[src/rtl/vic_regs_pkg.sv]
// ---------------------------------------------------------------------------
// vic_regs_pkg
//   Shared definitions for the VIC configuration register file:
//   - write-mode encodings applied by the register ALU
//   - clear-sweep FSM state encoding
//   - register index range check helper
// ---------------------------------------------------------------------------
package vic_regs_pkg;

    localparam logic [1:0] WMODE_WRITE  = 2'b00;  // reg = wdata
    localparam logic [1:0] WMODE_SET    = 2'b01;  // reg = reg | wdata
    localparam logic [1:0] WMODE_CLEAR  = 2'b10;  // reg = reg & ~wdata
    localparam logic [1:0] WMODE_TOGGLE = 2'b11;  // reg = reg ^ wdata

    typedef enum logic [0:0] {
        ST_IDLE  = 1'b0,
        ST_SWEEP = 1'b1
    } sweep_state_e;

    // True when addr selects an implemented register.
    function automatic logic addr_in_range(input logic [31:0] addr,
                                           input logic [31:0] num_regs);
        return (addr < num_regs);
    endfunction

endpackage

[src/rtl/vic_reg_sweep_ctrl.sv]
// ---------------------------------------------------------------------------
// vic_reg_sweep_ctrl
//   Clear-all sweep controller. On i_start in IDLE it walks an index from 0 to
//   NUM_REGS-1, one register per cycle, then returns to IDLE, so o_busy is
//   high for exactly NUM_REGS cycles.
// Ports
//   i_clk      clock
//   i_rst      asynchronous active-high reset (aborts a running sweep)
//   i_start    request a sweep (ignored while sweeping)
//   o_busy     sweep in progress
//   o_clr_idx  register index cleared at the coming edge
//   o_clr_en   clear strobe for o_clr_idx
// ---------------------------------------------------------------------------
module vic_reg_sweep_ctrl
    import vic_regs_pkg::*;
#(
    parameter int NUM_REGS = 32,
    parameter int ADDR_W   = 5
) (
    input  logic              i_clk,
    input  logic              i_rst,
    input  logic              i_start,
    output logic              o_busy,
    output logic [ADDR_W-1:0] o_clr_idx,
    output logic              o_clr_en
);

    localparam logic [ADDR_W-1:0] LAST_IDX = ADDR_W'(NUM_REGS - 1);
    localparam logic [ADDR_W-1:0] IDX_ZERO = {ADDR_W{1'b0}};
    localparam logic [ADDR_W-1:0] IDX_ONE  = ADDR_W'(1);

    sweep_state_e      state_r;
    sweep_state_e      state_s;
    logic [ADDR_W-1:0] cnt_r;

    // State register and sweep index counter.
    always_ff @(posedge i_clk or posedge i_rst) begin
        if (i_rst) begin
            state_r <= ST_IDLE;
            cnt_r   <= IDX_ZERO;
        end else begin
            state_r <= state_s;
            if ((state_r == ST_SWEEP) && (cnt_r != LAST_IDX)) begin
                cnt_r <= cnt_r + IDX_ONE;
            end else begin
                cnt_r <= IDX_ZERO;
            end
        end
    end

    // Next-state logic.
    always_comb begin
        state_s = state_r;
        case (state_r)
            ST_IDLE: begin
                if (i_start) begin
                    state_s = ST_SWEEP;
                end else begin
                    state_s = ST_IDLE;
                end
            end
            ST_SWEEP: begin
                if (cnt_r == LAST_IDX) begin
                    state_s = ST_IDLE;
                end else begin
                    state_s = ST_SWEEP;
                end
            end
            default: state_s = ST_IDLE;
        endcase
    end

    // Output decode from the registered state.
    always_comb begin
        o_busy    = 1'b0;
        o_clr_en  = 1'b0;
        o_clr_idx = cnt_r;
        case (state_r)
            ST_IDLE: begin
                o_busy   = 1'b0;
                o_clr_en = 1'b0;
            end
            ST_SWEEP: begin
                o_busy   = 1'b1;
                o_clr_en = 1'b1;
            end
            default: begin
                o_busy   = 1'b0;
                o_clr_en = 1'b0;
            end
        endcase
    end

endmodule

[src/rtl/vic_regfile_param.sv]
// ---------------------------------------------------------------------------
// vic_regfile_param
//   Parametrised VIC configuration register file. NUM_REGS registers of
//   DATA_W bits are packed into o_buffer (reg k at [k*DATA_W +: DATA_W]).
//   Supports WRITE/SET/CLEAR/TOGGLE writes, registered reads with a valid
//   pulse, an error pulse for out-of-range or rejected accesses, and a
//   sequential clear-all sweep.
// Configuration
//   VIC_REG_SHADOW_EN  when defined, accesses target a shadow array and
//                      i_commit copies shadow into the live array.
// Ports
//   i_clk, i_rst       clock, asynchronous active-high reset
//   i_regaddr          register index for read/write
//   i_wdata, i_we      write operand and strobe
//   i_wmode            write mode (see vic_regs_pkg)
//   i_re               read strobe
//   o_rdata, o_rvalid  read data and its one-cycle valid
//   o_err              one-cycle error pulse
//   i_clear_all        start clear sweep
//   o_busy             sweep in progress
//   i_commit           shadow->live copy (VIC_REG_SHADOW_EN only)
//   o_buffer           live registers, flat
// ---------------------------------------------------------------------------
module vic_regfile_param
    import vic_regs_pkg::*;
#(
    parameter int NUM_REGS = 32,
    parameter int DATA_W   = 4,
    parameter int ADDR_W   = 5
) (
    input  logic                       i_clk,
    input  logic                       i_rst,
    input  logic [ADDR_W-1:0]          i_regaddr,
    input  logic [DATA_W-1:0]          i_wdata,
    input  logic                       i_we,
    input  logic [1:0]                 i_wmode,
    input  logic                       i_re,
    output logic [DATA_W-1:0]          o_rdata,
    output logic                       o_rvalid,
    output logic                       o_err,
    input  logic                       i_clear_all,
    output logic                       o_busy,
`ifdef VIC_REG_SHADOW_EN
    input  logic                       i_commit,
`endif
    output logic [NUM_REGS*DATA_W-1:0] o_buffer
);

    localparam logic [DATA_W-1:0] DATA_ZERO = {DATA_W{1'b0}};

    logic [NUM_REGS-1:0][DATA_W-1:0] live_r;
    logic [NUM_REGS-1:0][DATA_W-1:0] tgt_s;     // array seen by CPU accesses
    logic [ADDR_W-1:0]               clr_idx_s;
    logic                            clr_en_s;
    logic                            busy_s;
    logic                            in_range_s;
    logic                            acc_ok_s;
    logic                            wr_en_s;
    logic                            rd_en_s;
    logic                            err_s;
    logic [DATA_W-1:0]               cur_s;
    logic [DATA_W-1:0]               wr_val_s;

    vic_reg_sweep_ctrl #(
        .NUM_REGS (NUM_REGS),
        .ADDR_W   (ADDR_W)
    ) u_sweep (
        .i_clk     (i_clk),
        .i_rst     (i_rst),
        .i_start   (i_clear_all),
        .o_busy    (busy_s),
        .o_clr_idx (clr_idx_s),
        .o_clr_en  (clr_en_s)
    );

`ifdef VIC_REG_SHADOW_EN
    logic [NUM_REGS-1:0][DATA_W-1:0] shadow_r;
    logic                            commit_en_s;

    assign tgt_s = shadow_r;
    // A commit alongside a clear request loses to the sweep.
    assign commit_en_s = i_commit && !busy_s && !i_clear_all;
`else
    assign tgt_s = live_r;
`endif

    // Access qualification: a sweep (running or starting now) rejects accesses.
    always_comb begin
        in_range_s = addr_in_range(32'(i_regaddr), 32'(NUM_REGS));
        acc_ok_s   = !busy_s && !i_clear_all;
        wr_en_s    = i_we && acc_ok_s && in_range_s;
        rd_en_s    = i_re && acc_ok_s;
        if (i_we || i_re) begin
            err_s = !acc_ok_s || !in_range_s;
        end else begin
            err_s = 1'b0;
        end
    end

    // Write-mode ALU on the currently addressed register.
    always_comb begin
        if (in_range_s) begin
            cur_s = tgt_s[i_regaddr];
        end else begin
            cur_s = DATA_ZERO;
        end
        case (i_wmode)
            WMODE_WRITE:  wr_val_s = i_wdata;
            WMODE_SET:    wr_val_s = cur_s | i_wdata;
            WMODE_CLEAR:  wr_val_s = cur_s & ~i_wdata;
            WMODE_TOGGLE: wr_val_s = cur_s ^ i_wdata;
            default:      wr_val_s = i_wdata;
        endcase
    end

    // Live register array: sweep clear, then direct write or commit.
    always_ff @(posedge i_clk or posedge i_rst) begin
        if (i_rst) begin
            live_r <= '0;
        end else if (clr_en_s) begin
            live_r[clr_idx_s] <= DATA_ZERO;
`ifdef VIC_REG_SHADOW_EN
        end else if (commit_en_s) begin
            live_r <= shadow_r;   // pre-write shadow image
`else
        end else if (wr_en_s) begin
            live_r[i_regaddr] <= wr_val_s;
`endif
        end else begin
            live_r <= live_r;
        end
    end

`ifdef VIC_REG_SHADOW_EN
    // Shadow register array: sweep clear, then CPU write.
    always_ff @(posedge i_clk or posedge i_rst) begin
        if (i_rst) begin
            shadow_r <= '0;
        end else if (clr_en_s) begin
            shadow_r[clr_idx_s] <= DATA_ZERO;
        end else if (wr_en_s) begin
            shadow_r[i_regaddr] <= wr_val_s;
        end else begin
            shadow_r <= shadow_r;
        end
    end
`endif

    // Read data, read valid and error pulse; rdata holds between reads.
    always_ff @(posedge i_clk or posedge i_rst) begin
        if (i_rst) begin
            o_rdata  <= DATA_ZERO;
            o_rvalid <= 1'b0;
            o_err    <= 1'b0;
        end else begin
            o_err <= err_s;
            if (rd_en_s) begin
                o_rvalid <= 1'b1;
                o_rdata  <= cur_s;   // zero when out of range
            end else begin
                o_rvalid <= 1'b0;
                o_rdata  <= o_rdata;
            end
        end
    end

    assign o_buffer = live_r;
    assign o_busy   = busy_s;

endmodule

[config.mk]
export PLATFORM = sky130hd
export DESIGN_NAME = vic_regfile_param
export DESIGN_NICKNAME = d
export VERILOG_FILES = /design/src/rtl/vic_regs_pkg.sv /design/src/rtl/vic_reg_sweep_ctrl.sv /design/src/rtl/vic_regfile_param.sv
export SDC_FILE = /design/constraint.sdc
export NUM_CORES = 1
export LEC_CHECK = 0
export ABC_AREA = 0
export BUFFER_PORTS_ARGS = -buffer_cell sky130_fd_sc_hd__clkbuf_2
export CAP_MARGIN = 20
export CORE_MARGIN = 2
export CORE_UTILIZATION = 60
export CTS_BUF_LIST = sky130_fd_sc_hd__clkbuf_8 sky130_fd_sc_hd__clkbuf_16
export CTS_CLUSTER_DIAMETER = 40
export DETAILED_ROUTE_END_ITERATION = 6
export PLACE_DENSITY_LB_ADDON = 0.25
export SLEW_MARGIN = 10
export SYNTH_ARGS = -nofsm -noshare
export SYNTH_HDL_FRONTEND = slang
export SYNTH_SLANG_ARGS = --single-unit
[constraint.sdc]
create_clock -name i_clk -period 6.5 [get_ports i_clk]
set_input_delay 0.325 -clock i_clk [delete_from_list [all_inputs] [get_ports i_clk]]
set_output_delay 0.325 -clock i_clk [all_outputs]
set_load 0.01 [all_outputs]
==> impl_metrics.toml, run 1 <==
[worst_setup_path]
end_kind = "flip-flop"
reg2reg_slack_ps = 3120
cp_max_fo = 51
crit_type = "in2reg"
timing.rr.start = "o_buffer[110]"
slowest_stage = "buf_4"
path_cells = "buf_4 > buf_12 > mux2i_1 > o22ai_1 > nor4_1 > and2_1 > ha_1 > mux2_2 > a21oi_2 > buf_4 > o21ai_0"
crit_path_start_kind = "primary input"
cp_common_cell = "buf_4"
worstRegToRegCells = 9
r2r_end = "o_buffer[58]"
arrival_ps = 4110
max_stage_delay_ps = 620
required_ps = 6790

[clock_network]
cts_resized = 0
clock_latency_ps = 430
cts.sinks = 140
cts_hold_buf = 0
cts_tree = "yes"
cts.path.max_buffers = 2
clock-root-buffer = "clkbuf_16"
path_clk_slew_ps = 60
cts_setup_buffers = 0
htreeDepth = 4
cts_buffers = 17

[die]
core_area_um2 = 12000
ios = 151
die_x_um = 114
start_util_pct = 61.2
die_area_um2 = 13100
rows = 40
fp.dieH_um = 114

[power_and_ir_drop]
pwr-share-comb_pct = 30.2
p_sw_uw = 1250
max-vdd-ir-drop_mv = 0.256
clkPwrFrac_pct = 29.6
p_sw_share_pct = 37.0
power.internal_uw = 2120
p_leak_uw = 0.00413
p_per_area_nw_per_um2 = 385
power_frac_seq_pct = 40.2

[timing]
min_period_over_period_pct = 58.7
tns_ps = 0
rsz0062_at_grt = "false"
tightest_slew_ps = 974
setup_viol = 0
setup_slack_ps = 2690
fin_worst_skew_ps = 7.81
min_period_ps = 3810
slew_headroom_pct = 35.0
finalHoldViolations = 7
slew_violations = 0
hold_ws_ps = -17.0
fmax_ghz = 0.262

[min_path]
min_path_type = "in2async"

[grt]
grtUsageTotal_pct = 35.3
antenna_found_initial = 0
grt_first_pass_wirelength_um = 34700
grt_pass1_vias = 6316
grt-ovfl-total = 0
grt_max_degree = 86

[logic_synthesis]
synth_warnings = 0
synth_edf_count = 0
synth_seq_cells = 140
synth_top_area_cell = "dfrtp_1"
synth.top_cell.area_share_pct = 47.8
ys_seq_area_share_pct = 47.8
syn_area_um2 = 7320
synth_cell_types = 41
synthTopCellsByArea = "dfrtp_1, mux2i_1, nand2_1, nand3_1, o21ai_0"
postSynthCellCount = 724
synthFlopType = "dfrtp_1"
synthArstFlopShare_pct = 100
avgSynthCellArea_um2 = 10.1
synth.most_common_cell = "dfrtp_1"
syn_nets = 753
synth.cells.most_frequent = "dfrtp_1, mux2i_1, nand2_1, nand3_1, o21ai_0"

[placement]
dp_hpwl_um = 15900
dp_slack_ps = 2400
routabilityCongestion = 0.924
port_buffers = 150

[status]
status = "finished, violations left"
violations = "negative hold slack"

[routing]
vias_per_cell = 6.53
drt-total-wl_um = 22600
avgRoutedWirePerCell_um = 22.3
drc = 0
drt-initial-drc-count = 745
drt-pass1-iter-count = 5
ant_nets = 0
num_vias = 6618

[job]
drv_cap = 0

[layout]
antenna_cells = 0
finalNetCount = 884
drive_gt1_share_pct = 24.0
area_delta_synth_final_pct = 19.5
==> sequential cells by signal, summed over array words and instances (netlist names) <==
name               cells
o_rdata                4
u_sweep.state_r        1
o_err                  1
o_buffer             128
u_sweep.o_clr_idx      5
o_rvalid               1
==> power groups by stage <==
stage / logic [uW] / clock network (uW) / registers (uW)
2_1_floorplan: 510 / 0 / 1370
6_report: 1020 / 998 / 1350
3_3_place_gp: 960 / 0 / 1350
4_1_cts: 1010 / 1000 / 1340
3_5_place_dp: 995 / 0 / 1360
5_1_grt: 1110 / 1040 / 1370
==> critical path, delay by kind of cell <==
family,cells,cell delay (ps)
AOI/OAI and AO/OA,3,830
adders and majority gates,1,230
and+or+nand+nor,2,750
buffers and inverters,3,1340
muxes,2,560
==> cell families (layout without fill, tap and decap cells) <==
logic type	after synthesis	in the layout	synth area share (%)
xor gates and xnor gates	2	2	0.239
and+or+nand+nor	275	275	20.1
buffers and inverters	53	196	3.31
muxes	133	133	18.2
adders and majority gates	13	13	2.22
DFF	140	140	47.8
AOI/OAI and AO/OA	108	108	8.10
==> routing by layer <==
| layer | global-route usage, % | vias to the layer above | part of all wire, % |
|---|---|---|---|
| met1 | 48.4 | 3216 | 40 |
| met2 | 53.2 | 439 | 46 |
| met3 | 7.57 | 80 | 9.7 |
| met4 | 17.7 | 0 | 4.2 |
| met5 | 0 | - | 0 |
| li1 | - | 2883 | - |
==> placed cells by master (no fill, tap or decap), types with 6 or more instances in the layout <==
cell type	count
o22ai_1	32
mux2i_1	130
o21ai_0	64
ha_1	13
nand2_1	105
dfrtp_1	140
nor2_4	6
nand3_1	76
inv_1	14
nor4_1	8
and2_1	9
or4bb_1	6
nor2_1	16
clkbuf_2	149
nand4_1	7
clkbuf_16	17
nor2_2	6
==> stage by stage <==
step | std cells | util, % | cell area (um^2) | total power [uW] | hold WS [ps]
floorplan | 724 | - | 7320 | 1880 | 450
global placement | 982 | 67.9 | 8130 | 2310 | 456
detailed placement | 982 | 67.9 | 8130 | 2350 | 472
CTS | 1013 | 73.0 | 8730 | 3350 | 24.2
global route | 1014 | 73.2 | 8750 | 3520 | 48.5
finish | 1014 | 73.2 | 8750 | 3370 | -17.0
==> worst max-delay path by stage <==
stage | start | endpoint | slack [ps] | cells past startpoint
finish | i_regaddr[1] | o_buffer[58] | 2690 | 11
floorplan | i_rst | o_buffer[0] | 2420 | 1
CTS | i_regaddr[1] | o_buffer[126] | 2850 | 11
global placement | i_regaddr[1] | o_buffer[30] | 2480 | 11
global route | i_regaddr[1] | o_buffer[106] | 2550 | 11
detailed placement | i_regaddr[1] | o_buffer[58] | 2400 | 11
==> cell type report <==
class / count / area, um^2
Multi-Input combinational cell: 531 / 3600
Sequential cell: 140 / 3500
Fill cell: 867 / 3210
Timing Repair Buffer: 156 / 831
Clock buffer: 18 / 439
Tap cell: 147 / 184
Clock inverter: 13 / 161
Inverter: 9 / 36.3
Power figures use the tool's default switching activity.
==> inputs of run 2 (changes only) <==
- CORE_UTILIZATION: 60 -> 50
- clock period: 6.5 -> 3.5 ns (I/O delays scaled with it)
==> run 2 against run 1 <==
  * The flow now finishes without violations
  * Cell area rose by 2.2%
  * Core utilization fell by 11 points
  * Final cell count rose by 4.9%
  * Register-to-register slack got worse by 2600 ps
  * Critical path depth fell by 2
  * Sequential power rose by 84%
  * Global-route usage fell by 5.4 points
  * First-iteration DRC count fell by 5.1%
  * Critical path type is now reg2reg
  * Die area rose by 19%
  * Critical endpoint is now o_buffer[120]
  * Largest power group unchanged
  * Combinational power rose by 89%
==> impl_metrics.toml, run 2 (same netlist as run 1, synthesis figures left out) <==
[routing]
drc = 0
drt-initial-drc-count = 707
drt-total-wl_um = 23500
vias_per_cell = 6.22
num_vias = 6615
drt-pass1-iter-count = 5
avgRoutedWirePerCell_um = 22.1
ant_nets = 0

[clock_network]
htreeDepth = 4
cts.sinks = 140
cts_setup_buffers = 0
clock_latency_ps = 440
cts.path.max_buffers = 2
cts_tree = "yes"
cts_buffers = 17
path_clk_slew_ps = 60
clock-root-buffer = "clkbuf_16"

[power_and_ir_drop]
clkPwrFrac_pct = 30.3
p_leak_uw = 0.00417
power.internal_uw = 3970
power_frac_seq_pct = 39.2
max-vdd-ir-drop_mv = 0.377
p_per_area_nw_per_um2 = 711
pwr-share-comb_pct = 30.4
p_sw_uw = 2390
p_sw_share_pct = 37.6

[die]
core_area_um2 = 14400
die_x_um = 125
start_util_pct = 50.8
die_area_um2 = 15600
ios = 151
fp.dieH_um = 125
rows = 44

[timing]
fmax_ghz = 0.339
min_period_over_period_pct = 84.2
slew_violations = 0
finalHoldViolations = 0
tns_ps = 0
min_period_ps = 2950
setup_viol = 0
slew_headroom_pct = 47.9
tightest_slew_ps = 775
rsz0062_at_grt = "false"
fin_worst_skew_ps = 12.8

[job]
drv_cap = 0

[grt]
grtUsageTotal_pct = 29.9
grt_first_pass_wirelength_um = 36300
antenna_found_initial = 1
grt_max_degree = 141
grt_pass1_vias = 6460
grt-ovfl-total = 0

[min_path]
min_path_type = "in2reg"

[worst_setup_path]
required_ps = 3800
arrival_ps = 3250
cp_max_fo = 32
end_kind = "flip-flop"
crit_path_start_kind = "flip-flop"
crit_type = "reg2reg"

[placement]
routabilityCongestion = 0.987
dp_cells = 1030
dp_hpwl_um = 16800
postPlaceCellArea_um2 = 8300
port_buffers = 150

[layout]
drive_gt1_share_pct = 25.5
final_common_cell = "clkbuf_2"
area_delta_synth_final_pct = 22.1
final_area_um2 = 8940
final_util_pct = 62.0
final.fill_count = 1193
largest_register_ffs = 128
fin_cells = 1064
antenna_cells = 0
final_cell_mix = "clkbuf_2, dfrtp_1, mux2i_1"
finalNetCount = 896

[status]
status = "complete, no violations"
run 2: changes by cell type in the layout (fill, tap and decap cells not counted), sizes merged:
cell         before  now
clkinv            3    7
clkbuf          167  166
clkinvlp          0    4
inv              15    9
dlygate4sd3       0    2
buf               7   17
run 2: path summary, 6_finish.rpt:
kind	startpoint	to	slack (ps)	cells past startpoint
setup / recovery	o_buffer[56]	o_buffer[120]	550	9
hold / removal	i_we	o_err	40	3
setup reg to reg	o_buffer[56]	o_buffer[120]	550	9
hold reg to reg	o_buffer[12]	o_buffer[12]	540	2
max in group asynchronous	i_rst	o_buffer[46]	2450	4
min in group asynchronous	i_rst	u_sweep.state_r	510	4
run 2: repair_timing:
action | in CTS | in global routing
endpoints found under the hold margin | 26 | 0
gates resized for setup | 0 | 0
setup endpoints to repair | 0 | 0
hold buffers | 2 | 0
run 2: worst max-delay path: stages, from the launching register on:
cell	delay, ps
dfrtp_1	410
mux2i_1	270
o22ai_1	140
nor4_1	710
and2_1	230
ha_1	230
mux2_2	280
a21oi_2	190
buf_12	230
o21ai_0	120
run 2: area by class of cell:
| type | instances | area, um^2 | area share [%] |
|---|---|---|---|
| clock inverter | 15 | 200 | 2.24 |
| clock buffer | 17 | 425 | 4.76 |
| multi-input combinational | 531 | 3590 | 40.2 |
| timing repair buffer | 168 | 956 | 10.7 |
| tap | 184 | 230 | 2.57 |
| sequential | 140 | 3500 | 39.2 |
| inverter | 9 | 37.5 | 0.420 |
run 2: power groups by stage:
stage | clock network, uW | logic, uW | registers, uW
2_1_floorplan | 0 | 947 | 2540
3_3_place_gp | 0 | 1850 | 2480
3_5_place_dp | 0 | 1910 | 2500
4_1_cts | 1940 | 1920 | 2480
5_1_grt | 2000 | 2100 | 2540
6_report | 1930 | 1930 | 2490
run 2: through the flow:
step	hold WS [ps]	total power, uW	setup WS [ps]
after detailed placement	441	4410	355
after global placement	440	4330	444
after CTS	32.5	6340	650
after floorplan	300	3490	844
final	35.6	6360	554
after global routing	39.6	6640	528
run 2: routing by layer:
layer  vias to the layer above  wire length (um)  GRT usage [%]
met2                       418             10800           45.1
met1                      3257              9610           40.8
met5                         -                 0              0
li1                       2884                 -              -
met4                         0               712           12.8
met3                        56              2320           8.22
==> inputs of run 3 (changes only) <==
- CORE_UTILIZATION: 50 -> 55
- clock period: 3.5 -> 3 ns (I/O delays scaled with it)
==> run 3 against run 2 <==
  * Global-route usage up 3.4 points
  * Non-clock buffer count up 14
  * Setup slack worse by 420 ps
  * Maximum frequency up 3.0%
  * Wire length down 1.0%
  * Combinational power up 19%
  * Power up 16%
  * Count of clock-buffer cells in the layout up 5
  * Largest power group unchanged
==> impl_metrics.toml, run 3 (same netlist as run 1, synthesis figures left out) <==
[job]
drv_cap = 0

[min_path]
hold_path_end = "o_err"
min_path_type = "in2reg"
hold_path.startpoint = "i_clear_all"
holdPathStages = 3

[routing]
drt-pass1-iter-count = 6
drc = 0
vias_per_cell = 6.18
drt-total-wl_um = 23200
num_vias = 6605
drt-initial-drc-count = 663
avgRoutedWirePerCell_um = 21.7
ant_nets = 0

[worst_setup_path]
max_stage_delay_ps = 600
crit_buf_inv = 1
slowest_stage = "nor4_1"
crit_family = "simple AND/OR/NAND/NOR gates"
required_ps = 3290
timing.rr.start = "o_buffer[76]"
crit_type = "reg2reg"
end_kind = "flip-flop"
r2r_end = "o_buffer[40]"
cp_max_fo = 16
reg2reg_slack_ps = 140
crit_path_start_kind = "flip-flop"
worstRegToRegCells = 9
arrival_ps = 3150
path_cells = "mux2i_1 > o22ai_1 > nor4_1 > and2_1 > ha_1 > mux2_2 > a21oi_2 > buf_4 > o21ai_0"

[power_and_ir_drop]
p_sw_share_pct = 36.9
clkPwrFrac_pct = 29.4
p_total_uw = 7380
p_per_area_nw_per_um2 = 818
p_sw_uw = 2730
max-vdd-ir-drop_mv = 0.491
power_frac_seq_pct = 39.6
pwr-share-comb_pct = 31.0
power.internal_uw = 4660
p_leak_uw = 0.00425

[placement]
port_buffers = 150
routabilityCongestion = 1.01
dp_hpwl_um = 16900

[layout]
final_cell_mix = "clkbuf_2, dfrtp_1, mux2i_1"
largest_register_ffs = 128
final_common_cell = "clkbuf_2"
antenna_cells = 0
seqCellArea_um2 = 3500
multi_input_area_um2 = 3590
final_util_pct = 68.7
final.fill_count = 1005
drive_gt1_share_pct = 26.3
area_delta_synth_final_pct = 23.3
finalNetCount = 910

[die]
core_area_um2 = 13100
die_x_um = 119
die_area_um2 = 14300
start_util_pct = 55.7
ios = 151
rows = 42
fp.dieH_um = 119

[clock_network]
cts_resized = 0
cts_buffers = 17
clock_latency_ps = 420
cts.path.max_buffers = 2
path_clk_slew_ps = 60
cts_tree = "yes"
htreeDepth = 4
clock-root-buffer = "clkbuf_16"
cts.sinks = 140

[timing]
fmax_ghz = 0.349
setup_viol = 0
tns_ps = 0
rsz0062_at_grt = "false"
finalHoldViolations = 0
min_period_over_period_pct = 95.4
fin_worst_skew_ps = 4.48
min_period_ps = 2860
slew_violations = 0
slew_headroom_pct = 49.1
tightest_slew_ps = 761

[grt]
grt_pass1_vias = 6437
grt_first_pass_wirelength_um = 36100
antenna_found_initial = 0
grt_max_degree = 141
grt-ovfl-total = 0
grtUsageTotal_pct = 33.3

[status]
status = "complete, no violations"
==> run 3: changes by cell type in the layout (fill, tap and decap cells not counted) <==
cell           delta
buf_4            +13
clkbuf_8          +5
clkinv_4          -5
clkinvlp_4        -3
clkinv_2          +2
bufinv_16         -1
dlygate4sd3_1     +1
inv_1             +1
==> run 3: worst max-delay path by stage <==
stage,start,endpoint,slack [ps],cells after the start
floorplan,i_regaddr[1],o_buffer[101],370,11
global placement,i_regaddr[4],o_buffer[29],110,11
detailed placement,i_regaddr[0],o_buffer[125],60,11
CTS,o_buffer[76],o_buffer[8],220,9
global route,o_buffer[48],o_buffer[8],10,9
finish,o_buffer[76],o_buffer[40],140,9
==> run 3: per-layer routing <==
metal	GRT usage, %	routed length [um]
met2	52.0	11100
met4	11.4	559
met5	0	0
met1	45.3	9450
met3	8.57	2120
==> run 3: per-stage QoR <==
step | setup WS, ps | std cells | area, um^2 | hold WS [ps]
2_1_floorplan | 369 | 724 | 7330 | 275
3_3_place_gp | 107 | 1035 | 8390 | 381
3_5_place_dp | 58.7 | 1035 | 8390 | 405
4_1_cts | 217 | 1069 | 9030 | 62.7
5_1_grt | 10.1 | 1069 | 9030 | 127
6_report | 138 | 1069 | 9030 | 72.8
==> run 3: worst reg2reg max path: stages (launching register included) <==
cell     delay, ps
dfrtp_1        400
mux2i_1        280
o22ai_1        120
nor4_1         600
and2_1         240
ha_1           220
mux2_2         280
a21oi_2        160
buf_4          270
o21ai_0        150
==> run 3: final cells by class <==
| cell class | count | share of cell area [%] |
|---|---|---|
| Clock inverter | 9 | 1.30 |
| Multi-Input combinational cell | 531 | 39.8 |
| Tap cell | 176 | 2.44 |
| Inverter | 9 | 0.416 |
| Clock buffer | 22 | 5.47 |
| Timing Repair Buffer | 182 | 11.8 |
| Sequential cell | 140 | 38.8 |
==> run 3: repair_timing <==
action / in CTS / in global routing
hold endpoints to repair: 97 / 0
buffers inserted: 0 / 0
hold buffers: 3 / 0
setup endpoints to repair: 0 / 0
==> run 3: power by group through the flow <==
stage               combinational (uW)  sequential, uW  clock, uW
finish                            2290            2920       2170
global route                      2480            2960       2290
CTS                               2280            2900       2190
detailed placement                2250            2930          0
global placement                  2190            2900          0
floorplan                         1110            2960          0
